File: src/rtl/button_conditioner.sv
// Three-channel sync + debounce + edge detect; pulses appear 2 + DEBOUNCE_CYCLES clocks after a raw edge, no backpressure.
// Define BTN_LONG_PRESS_EN to add the channel-0 long-press detector and suppress the release that ends a long hold.
module button_conditioner #(
  parameter int DEBOUNCE_CYCLES = 10000,
  parameter int LONG_CYCLES     = 1000000,
  parameter int CNT_W           = 20
) (
  input  logic       clk,
  input  logic       rst_n,
  input  logic [2:0] btn_in,
  output logic [2:0] btn_level,
  output logic [2:0] btn_press,
  output logic [2:0] btn_release,
  output logic       long_press
);

  localparam int NCH = 3;
  localparam logic [CNT_W-1:0] DB_LAST = CNT_W'(DEBOUNCE_CYCLES - 1);

  typedef enum logic [1:0] {
    IDLE         = 2'd0,
    PRESS_WAIT   = 2'd1,
    PRESSED      = 2'd2,
    RELEASE_WAIT = 2'd3
  } state_t;

  generate
    if (DEBOUNCE_CYCLES < 2 ||
        longint'(DEBOUNCE_CYCLES) > (longint'(1) << CNT_W) - 1 ||
        LONG_CYCLES < 2 ||
        longint'(LONG_CYCLES) > (longint'(1) << CNT_W) - 1) begin : g_bad_params
      $error("button_conditioner: counts do not fit the CNT_W-bit counters");
    end
  endgenerate

  logic   [NCH-1:0]            sync1_q;
  logic   [NCH-1:0]            sync2_q;
  state_t [NCH-1:0]            state_q;
  state_t [NCH-1:0]            state_d;
  logic   [NCH-1:0][CNT_W-1:0] cnt_q;
  logic   [NCH-1:0][CNT_W-1:0] cnt_d;
  logic   [NCH-1:0]            level_q;
  logic   [NCH-1:0]            level_d;
  logic   [NCH-1:0]            press_q;
  logic   [NCH-1:0]            press_d;
  logic   [NCH-1:0]            release_q;
  logic   [NCH-1:0]            release_d;
  logic   [NCH-1:0]            release_acc;
  logic                        long_q;
  logic                        long_d;

  always_comb begin
    state_d     = state_q;
    cnt_d       = cnt_q;
    level_d     = level_q;
    press_d     = '0;
    release_acc = '0;
    for (int c = 0; c < NCH; c++) begin
      case (state_q[c])
        IDLE: begin
          if (sync2_q[c]) begin
            cnt_d[c]   = CNT_W'(1);
            state_d[c] = PRESS_WAIT;
          end
        end
        PRESS_WAIT: begin
          if (!sync2_q[c]) begin
            cnt_d[c]   = '0;
            state_d[c] = IDLE;
          end else if (cnt_q[c] == DB_LAST) begin
            cnt_d[c]   = '0;
            state_d[c] = PRESSED;
            level_d[c] = 1'b1;
            press_d[c] = 1'b1;
          end else begin
            cnt_d[c] = cnt_q[c] + CNT_W'(1);
          end
        end
        PRESSED: begin
          if (!sync2_q[c]) begin
            cnt_d[c]   = CNT_W'(1);
            state_d[c] = RELEASE_WAIT;
          end
        end
        RELEASE_WAIT: begin
          if (sync2_q[c]) begin
            cnt_d[c]   = '0;
            state_d[c] = PRESSED;
          end else if (cnt_q[c] == DB_LAST) begin
            cnt_d[c]       = '0;
            state_d[c]     = IDLE;
            level_d[c]     = 1'b0;
            release_acc[c] = 1'b1;
          end else begin
            cnt_d[c] = cnt_q[c] + CNT_W'(1);
          end
        end
        default: begin
          cnt_d[c]   = '0;
          state_d[c] = IDLE;
        end
      endcase
    end
  end

`ifdef BTN_LONG_PRESS_EN
  localparam logic [CNT_W-1:0] HOLD_LAST = CNT_W'(LONG_CYCLES - 1);

  logic [CNT_W-1:0] hold_q;
  logic [CNT_W-1:0] hold_d;
  logic             fired_q;
  logic             fired_d;

  // Hold time keeps accumulating through release bounces; it only restarts from IDLE.
  always_comb begin
    hold_d    = hold_q;
    fired_d   = fired_q;
    long_d    = 1'b0;
    release_d = release_acc;
    if (state_q[0] == PRESSED || state_q[0] == RELEASE_WAIT) begin
      if (hold_q == HOLD_LAST) begin
        if (!fired_q) begin
          long_d  = 1'b1;
          fired_d = 1'b1;
        end
      end else begin
        hold_d = hold_q + CNT_W'(1);
      end
    end else begin
      hold_d  = '0;
      fired_d = 1'b0;
    end
    if (fired_q || long_d) begin
      release_d[0] = 1'b0;
    end
  end

  always_ff @(posedge clk or negedge rst_n) begin
    if (!rst_n) begin
      hold_q  <= '0;
      fired_q <= 1'b0;
    end else begin
      hold_q  <= hold_d;
      fired_q <= fired_d;
    end
  end
`else
  always_comb begin
    long_d    = 1'b0;
    release_d = release_acc;
  end
`endif

  always_ff @(posedge clk or negedge rst_n) begin
    if (!rst_n) begin
      sync1_q   <= '0;
      sync2_q   <= '0;
      state_q   <= {NCH{IDLE}};
      cnt_q     <= '0;
      level_q   <= '0;
      press_q   <= '0;
      release_q <= '0;
      long_q    <= 1'b0;
    end else begin
      sync1_q   <= btn_in;
      sync2_q   <= sync1_q;
      state_q   <= state_d;
      cnt_q     <= cnt_d;
      level_q   <= level_d;
      press_q   <= press_d;
      release_q <= release_d;
      long_q    <= long_d;
    end
  end

  assign btn_level   = level_q;
  assign btn_press   = press_q;
  assign btn_release = release_q;
  assign long_press  = long_q;

endmodule

File: config.mk
export PLATFORM = sky130hd
export DESIGN_NAME = button_conditioner
export DESIGN_NICKNAME = d
export VERILOG_FILES = /design/src/rtl/button_conditioner.sv
export SDC_FILE = /design/constraint.sdc
export NUM_CORES = 1
export LEC_CHECK = 0
export CORE_UTILIZATION = 25
export DETAILED_ROUTE_END_ITERATION = 12
export MAX_ROUTING_LAYER = met4
export SKIP_LAST_GASP = 1
export SLEW_MARGIN = 40
export SYNTH_ARGS = -nofsm -noshare
export SYNTH_HDL_FRONTEND = slang
export SYNTH_SLANG_ARGS = --single-unit
File: constraint.sdc
create_clock -name clk -period 1.95 [get_ports clk]
set_input_delay 0.39 -clock clk [delete_from_list [all_inputs] [get_ports clk]]
set_output_delay 0.39 -clock clk [all_outputs]
set_load 0.01 [all_outputs]
==> results.md, run 1 <==
- Status: finished with violations
- Failing checks: setup timing
- Highest clock rate: 461 MHz
- Clock Path Buffers: 2
- CTS root buffer: clkbuf_16
- CP dominant cell by count: or4_4
- Area delta synth->final: 30.0%
- Crit-path cells: or4_4 > or4_4 > o21ai_4 > buf_6 > o21ai_1 > a21o_1
- Initial antenna violation count: 0
- WL met3: approximately 390 um
- Netlist cell types: between 50 and 60
- Rel. slew slack: between 50% and 60%
- Reg-to-Reg Start: cnt_q[36]$_DFFE_PN0P_
- Crit path kind: reg -> reg
- GRT Util Overall: 12.8%
- Detailed placer's ending HPWL: around 6.7 mm
- Synth Area in Simple Gates: between 20% and 30%
- Synth Flop Type: dfrtp_1
- Post-Syn Nets: approximately 450
- Largest family of logic cells by synthesized area: simple AND/OR/NAND/NOR gates
- Pin count of the biggest net entering global routing: 31
- Final setup margin: -0.217 ns
- Final setup TNS: -3.04 ns
- DP Cell Count: 717
- Crit path time final: 2.17 ns
- Worst path max stage delay: roughly 0.58 ns
- Seq cells post-synth: between 80 and 90
- Most frequent cells after synthesis: 81 x dfrtp_1, 48 x nand2_1, 35 x nor2_1
- Most area-consuming cells after synthesis: dfrtp_1 49%, nand2_1 4.3%, nand3_1 4.0%
- Nets@finish: 530
- Slew Limit Fails: 0
- Die ar.: 17200 um2
- Vias per cell: a little under 5
- Routed Antenna Nets: 0
- CP Launch Type: flop
- Pre-antenna DRT Iters: 5
- RSZ-0062 raised after global routing: yes
- Share of cells above drive strength 1: approximately 22%
- XOR/XNOR Fraction of Synth Area: about 5.0%
- First-pass GRT wire length: 16.5 mm
- Fill count: between 1500 and 2000
- Synth Area in Compound Gates: 13.0%
- FF/Latch Area: slightly above 2000 um2
- Crit end category: flop
- Hold path endpoint: sync2_q[1]$_DFF_PN0_
- R2R Path End: cnt_q[27]$_DFFE_PN0P_
- Dominant cell type by area after synthesis: dfrtp_1
- Cell family with most CP delay: simple AND/OR/NAND/NOR gates
- Worst Path Max Fanout: 7
- LEAKAGE: roughly 2.3 nW
- Core footprint: between 15000 and 20000 um2
- Metal1 wirelength: 4.67 mm
- Top sig layer: met4
- Worst Min Path Start: sync1_q[1]$_DFF_PN0_
- Vias: about 3600
- Ant. Diodes: 0
- Crit-path slowest cell: or4_4
- Die H: roughly 130 um
- Max H-tree Level: 3
- IO buf count: 13
- Synth top area share: a little under 50%
- IO Pins: 15
- Flop2flop setup slack: -0.22 ns
- Final cycle utilization of the critical path: 111%
- TritonCTS clock tree: built
- Asr flop ratio synth: between 90% and 100%
- Synthesized area: approximately 4200 um2
- Worst Path Buf+Inv: 1
- Yosys warns: 0
- Worst Path Required: roughly 2.2 ns
- Most common cell in the netlist: dfrtp_1
- Seq/Total Area, Yosys: ~49%
- Setup WS pre-CTS: -0.206 ns
- GPL Wtd Cong: around 0.87
- Multi-input gate area: 2110 um2
- Maximum vdd drop: 0.407 mV
- Worst reg2reg path depth: 6
- Met2 routed wirelength: 4.52 mm
- Die Wd: about 130 um
- Drc violations: 0
- Measured slew at the worst slew-check pin: 0.664 ns
- Final Skew: around 0.0046 ns
- Final Hold Viols: 0
- Post-detailed-route wirelength per cell: about 13 um
- Starting density of the core: 25.9%
- Max Cap Viol: 0
- CTS Sinks: between 80 and 90
- Arr. time, crit path: 2.40 ns
- First DRT Iteration DRCs: between 200 and 250
- Final setup fails: 18
- Power Density: between 600 and 700 nW/um2
- Hold Crit Depth: 0
- Min-Delay Path Class: reg -> reg
- Avg Inst Size Synth: approximately 9.4 um2
- Mux contribution to synthesized area: 2.46%
- Clk_lat worst skew: ~0.34 ns
- Reg clk slew, reported paths: ~0.060 ns
- Cells after synthesis: approximately 440
- Post-synthesis adder-cell area fraction: 0.901%
- Row count: 46
- WL final: about 9.7 mm
- Cell Count, Final, Fillers Out: 742
- Vias in the first global route: ~3500
- CTS Buf Count: 9
- Number of flops mapped to enable cells by yosys: 0
- Overflow after GRT: 0
## worst max path at each step
stage,slack (ns),end,from,depth (start not counted)
after CTS,-0.19,cnt_q[35]$_DFFE_PN0P_,cnt_q[35]$_DFFE_PN0P_,5
final,-0.22,cnt_q[27]$_DFFE_PN0P_,cnt_q[36]$_DFFE_PN0P_,6
after floorplan,-0.18,cnt_q[35]$_DFFE_PN0P_,cnt_q[36]$_DFFE_PN0P_,6
after global routing,-0.26,cnt_q[27]$_DFFE_PN0P_,cnt_q[36]$_DFFE_PN0P_,6
after detailed placement,-0.21,cnt_q[26]$_DFFE_PN0P_,cnt_q[36]$_DFFE_PN0P_,6
after global placement,-0.18,cnt_q[28]$_DFFE_PN0P_,cnt_q[36]$_DFFE_PN0P_,6
## area by class of cell
type | instances | area share (%)
Clock inverter | 3 | 0.277
Sequential cell | 81 | 37.5
Multi-Input combinational cell | 336 | 39.0
Inverter | 12 | 0.832
Clock buffer | 12 | 4.92
Timing Repair Buffer | 82 | 12.5
Tap cell | 216 | 4.99
## cells in the final DEF, fill, tap and decap left out, drive strengths merged, types with 6 or more instances in the layout
master and instances:
and2 9, nor3 17, xor2 17, and3 10, buf 69, clkbuf 12
nor4 15, clkdlybuf4s50 12, or4 6, nor2 36, xnor2 7, o21a 6
nand2 48, o21ai 19, nand3 34, a21oi 23, mux2i 8, nand4 18
a22o 6, dfrtp 81, inv 12, or3 9
## repair_timing
action                                 4_1_cts  5_1_grt
resized for setup                            4       13
setup endpoints to repair                   19       41
endpoints found under the hold margin       18        0
setup buffers                                2        7
hold buffers                                 1        0
pin swaps                                    4        7
## state kept, by name, indices dropped and copies added, names as in the netlist, named ones only
register / flops
btn_press: 3
sync1_q: 3
btn_release: 3
sync2_q: 3
cnt_q: 60
state_q: 3
btn_level: 3
## cell families (layout without fill, tap and decap cells)
logic type / after synthesis / count (layout)
compound gates: 82 / 82
xor+xnor: 24 / 24
fa+ha+maj: 3 / 3
buf+inv: 26 / 109
flops: 81 / 81
mux: 10 / 10
other cells: 1 / 1
simple gates: 216 / 216
## where the power goes
part / total [mW] / internal, mW / switching, mW
Combinational: 0.285 / 0.128 / 0.156
Sequential: 1.74 / 1.71 / 0.0291
Clock: 1.61 / 0.952 / 0.656
Total: 3.63 / 2.79 / 0.842
## metrics by stage
stage	power (mW)	instance area (um2)	hold WS, ns	util, %
2_1_floorplan	1.90	4180	0.0944	-
3_3_place_gp	2.03	4970	0.301	30.9
3_5_place_dp	2.03	4970	0.299	31.0
4_1_cts	3.68	5300	0.361	33.0
5_1_grt	3.79	5420	0.378	33.7
6_report	3.63	5420	0.357	33.7
## layer usage
metal | vias to the layer above | track usage, %
met2 | 66 | 19.8
met1 | 1735 | 15.8
met5 | - | -
met3 | 13 | 3.61
li1 | 1774 | -
met4 | 0 | 4.67
(Power assumes the default switching activity.)
==> inputs of run 2 (changes only) <==
- ABC_AREA: unset -> 1
==> results.md, run 2 <==
- Status: finished with violations
- Failing checks: DRC, hold timing
- Detailed placer's ending HPWL: approximately 7.3 mm
- GRT Util Overall: between 10% and 20%
- Maximum vdd drop: around 0.4 mV
- Asr flop ratio synth: 100%
- Final Skew: around 0.0098 ns
- Hold Slack: -0.0102 ns
- Starting density of the core: between 20% and 30%
- CTS Buf Count: 9
- Max H-tree Level: 3
- Most area-consuming cells after synthesis: dfrtp_1 44%, nand2_1 13%, nor2_1 9.4%
- Final Hold Viols: 21
- Largest register FFs: 60
- Number of flops mapped to enable cells by yosys: 0
- Yosys warns: 0
- Worst Path Required: around 2.2 ns
- Most frequent cells after synthesis: 158 x nand2_1, 116 x nor2_1, 81 x dfrtp_1
- Seq/Total Area, Yosys: 43.8%
- Worst Path Max Fanout: 11
- Worst Path Buf+Inv: 1
- # resized after CTS: 0
- Avg Inst Size Synth: approximately 7.3 um2
- IO buf count: 13
- Pin count of the biggest net entering global routing: 37
- Most common cell in the netlist: nand2_1
- IO Pins: 15
- Highest clock rate: roughly 560 MHz
- RSZ-0062 raised after global routing: no
- First DRT Iteration DRCs: around 230
- Overflow after GRT: 0
- Die Wd: ~140 um
- Dominant cell type by area after synthesis: dfrtp_1
- Die H: around 140 um
- Arr. time, crit path: 1.99 ns
- Netlist cell types: 32
- Synth top area share: 43.8%
- CP Launch Type: flop
- Post-CTS Hold Buffers: 0
- Vias per cell: ~4.4
- Crit end category: flop
- Row count: 49
- Drc violations: 2
- Final cycle utilization of the critical path: between 90 and 100%
- Post-CTS setup buffers: 0
- WL final: between 9 and 10 mm
- First-pass GRT wire length: 17.9 mm
- Share of cells above drive strength 1: about 7.3%
- Synthesized area: ~4600 um2
- Max Cap Viol: 0
- Clock Path Buffers: 2
- Final Total Pwr: 3.82 mW
- GPL Wtd Cong: 0.894
- Clk_lat worst skew: ~0.35 ns
- Crit path kind: reg -> reg
- LEAKAGE: between 2 and 2.5 nW
- CTS root buffer: clkbuf_16
- Final setup fails: 0
- Commonest non-fill, non-tap cell in the layout: nand2_1
- Vias: 3938
- Crit-path slowest cell: dfrtp_1
- Fill count: between 1500 and 2000
- Final setup TNS: 0 ns
- Worst path max stage delay: ~0.5 ns
- Util after Layout: a little under 30%
- Final setup margin: about 0.18 ns
- Nets@finish: 660
- Area delta synth->final: 15.5%
- Core footprint: between 15000 and 20000 um2
- TritonCTS clock tree: built
- Vias in the first global route: 3907
- Pre-antenna DRT Iters: 10
- Cell family with most CP delay: simple AND/OR/NAND/NOR gates
- Post-Syn Nets: about 640
- Die ar.: 19100 um2
- CTS Sinks: roughly 80
- Slew Limit Fails: 0
- Synth Flop Type: dfrtp_1
- Initial antenna violation count: 0
- Setup WS pre-CTS: approximately 0.20 ns
- Commonest cells after routing, fill and taps aside: 158 x nand2_1, 116 x nor2_1, 81 x dfrtp_1
- Routed Antenna Nets: 0
- Cells after synthesis: 631
- Crit path time final: roughly 1.8 ns
- Post-detailed-route wirelength per cell: ~11 um
- Crit-path cells: inv_2 > nand2_1 > nand3_1 > nand2_1 > nor2_1 > xor2_1 > nor2_1
- Power Density: 714 nW/um2
- Seq cells post-synth: between 80 and 90
- Ant. Diodes: 0
- Top reg by flops: cnt_q
- Reg clk slew, reported paths: about 0.070 ns
- Min-Delay Path Class: in -> async
[run 2: cell types whose count changed after synthesis, moves of 14 or more]
cell,delta
nand2_1,+110
nor2_1,+81
inv_1,+68
nand3_1,+25
a21oi_1,-20
nand4_1,+15
nor4_1,-14
[run 2: final cells by class]
type / instances / area (um2) / share of cell area, %
multi-input cells: 456 / 2210 / 41.3
flip-flops and latches: 81 / 2030 / 37.9
inverters: 87 / 329 / 6.15
well taps: 229 / 287 / 5.36
clock buffers: 10 / 239 / 4.47
repair buffers: 17 / 170 / 3.18
clock inverters: 6 / 88.8 / 1.66
[run 2: report_power, final]
| group | leakage [nW] | internal [mW] | switching, mW | total [mW] |
|---|---|---|---|---|
| Combinational | 1.16 | 0.0571 | 0.133 | 0.190 |
| Clock | 0.155 | 1.16 | 0.723 | 1.88 |
| Sequential | 1.10 | 1.71 | 0.0335 | 1.75 |
[run 2: per-stage QoR]
stage	cell area, um2	std cells
after floorplan	4630	631
after global placement	5020	870
after detailed placement	5020	870
after CTS	5350	886
after global routing	5350	886
final	5350	886
[run 2: layer usage]
layer  GRT usage (%)  vias up  share of wire, %
met5               -        -                 0
li1                -     2045                 -
met3            3.50       16               3.7
met1            14.4     1811                49
met4            3.25        0               1.3
met2            19.0       66                46
[run 2: cell families (layout without fill, tap and decap cells)]
group	count (synthesis)	count (layout)	synth area share (%)
DFF	81	81	43.8
adders and majority gates	3	3	0.810
and+or+nand+nor	399	399	38.6
AOI/OAI and AO/OA	27	27	3.24
buffers and inverters	94	120	8.59
xor gates and xnor gates	26	26	4.92
other	1	1	0.0810
[run 2: final timing paths]
path,start,endpoint,slack [ns],cells after the start
worst max-delay path,sync2_q[2]$_DFF_PN0_,cnt_q[50]$_DFFE_PN0P_,0.18,7
worst min-delay path,rst_n,btn_release[0]$_DFF_PN0_,-0.01,1
worst max register to register,sync2_q[2]$_DFF_PN0_,cnt_q[50]$_DFFE_PN0P_,0.18,7
worst min register to register,sync1_q[2]$_DFF_PN0_,sync2_q[2]$_DFF_PN0_,0.34,0
max in group asynchronous,rst_n,sync1_q[2]$_DFF_PN0_,1.39,2
min in group clk,sync1_q[2]$_DFF_PN0_,sync2_q[2]$_DFF_PN0_,0.34,0
==> inputs of run 3 (changes only) <==
- GPL_ROUTABILITY_DRIVEN: unset -> 1
==> results of run 3 <==
No change in the layout: final DEF, timing and power equal those of run 2.
==> patch: new RTL, settings of run 1 <==
Change the parameter `CNT_W` from 20 to 40.
--- a/src/rtl/button_conditioner.sv
+++ b/src/rtl/button_conditioner.sv
@@ -3,7 +3,7 @@
 module button_conditioner #(
   parameter int DEBOUNCE_CYCLES = 10000,
   parameter int LONG_CYCLES     = 1000000,
-  parameter int CNT_W           = 20
+  parameter int CNT_W           = 40
 ) (
   input  logic       clk,
   input  logic       rst_n,
Function: no difference found for any inputs over 4 cycles, from zero or initial values and one cycle with rst_n low; that may be too few to reach the edited logic, so the function may still have changed.
==> patch against run 1 <==
The run still ends with negative setup slack left; sequential cell count rose by 60; routed wire length rose to 2.6 times the old value; via count rose by 130%; power rose to 3.1 times the old value; critical path depth rose by 1; worst setup slack got worse by 0.027 ns; critical path type unchanged; cell area rose by 120%; die area rose by 86%; area after synthesis rose by 87%; combinational power rose to 16 times the old value.
==> patch: results (changes against run 1) <==
.. list-table::
   :header-rows: 1

   * - Metric
     - Value
   * - Status
     - finished with violations
   * - Violations in the final reports
     - negative setup slack
   * - Setup TNS Final
     - -18.40 ns (-15.36 ns)
   * - Cell types occupying the most area after synthesis
     - dfrtp_1 45%, a31oi_1 4.3%, nand2_1 3.6%
   * - PostCTS Resize Cnt
     - 94 (+90)
   * - Max Fanout on Critical Path
     - 8 (+1)
   * - Leak pwr
     - 5.00 nW (+120%)
   * - Portion of netlist area occupied by mux cells
     - 0.931% (-1.5 points)
   * - Detailed-routing wirelength on met1
     - 11.4 mm (+140%)
   * - Net count after synthesis
     - 883 (+96%)
   * - Delay contributed by the slowest stage of the critical path
     - 0.52 ns (-0.06 ns)
   * - Fraction of met2 tracks used by global routing
     - 25.7% (+6.0 points)
   * - Total number of nets in the final design
     - 1131 (+110%)
   * - Slew margin rel.
     - 39.8% (-16 points)
   * - Number of vias after detailed routing
     - 8091 (+130%)
   * - Cell types with the highest counts after synthesis
     - 141 x dfrtp_1, 75 x nand2_1, 55 x a21oi_1
   * - Number of global-route vias before repair
     - 7952 (+130%)
   * - Post-detailed-placement cell area
     - 10200 µm² (+100%)
   * - Gpl congestion
     - 0.857 (-1.8%)
   * - Comb power
     - 4.64 mW (+1500%)
   * - Violation count after the first detailed-routing iteration
     - 646 (+200%)
   * - Worst hold path endpoint
     - sync2_q[2]
   * - Average via count per standard cell
     - 5.28 (+9.2%)
   * - Worst Hold Launch
     - sync1_q[2]
   * - Count of endpoints failing setup in the final report
     - 127 (+109)
   * - Synth cell types
     - 66 (+20%)
   * - First-pass GRT wire length
     - 40.1 mm (+140%)
   * - WL met3
     - 1.02 mm (+160%)
   * - Switching Share
     - 35.9% (+13 points)
   * - Number of cells after detailed placement
     - 1456 (+100%)
   * - Met3 Resource Use GR
     - 3.24% (-0.37 points)
   * - Clock skew after layout
     - 0.0169 ns (+0.0122 ns)
   * - H-Tree Level Count
     - 4 (+1)
   * - Later-pin clock latency in the skew report
     - 0.43 ns (+0.09 ns)
   * - Reported clock group power
     - 3.27 mW (+100%)
   * - Power spent charging and discharging nets
     - 3.99 mW (+370%)
   * - HPWL after detailed placement
     - 15.3 mm (+130%)
   * - Number of cells traversed by the worst register-to-register path
     - 7 (+1)
   * - Post-synthesis sequential area ratio
     - 45.3% (-3.4 points)
   * - Max reg flops
     - 120 (+100%)
   * - Crit path setup slack, layout
     - -0.244 ns (-0.0270 ns)
patch: changes by cell type after synthesis, sizes merged, moves of 12 or more:
| cell | delta |
|---|---|
| xnor2 | +13 |
| a31oi | +52 |
| nor4 | +30 |
| clkbuf | +27 |
| nor2 | +19 |
| nand2 | +27 |
| dfrtp | +60 |
| or4 | +12 |
| nand3 | +18 |
| nand4 | +28 |
| o21ai | +25 |
| a21oi | +32 |
patch: cell type report:
type / count / area (µm²)
fill: 2937 / 18400
multi-input combinational: 661 / 4910
sequential: 141 / 3530
timing repair buffer: 279 / 2540
tap: 396 / 495
clock buffer: 19 / 453
clock inverter: 13 / 129
inverter: 23 / 86.3
patch: worst register-to-register path, cell delays in order (launching register included):
cell	delay, ns
dfrtp_1	0.36
buf_4	0.17
nand4_1	0.32
nor4_1	0.52
buf_4	0.20
nand2_1	0.06
or4_1	0.40
nand3_1	0.10
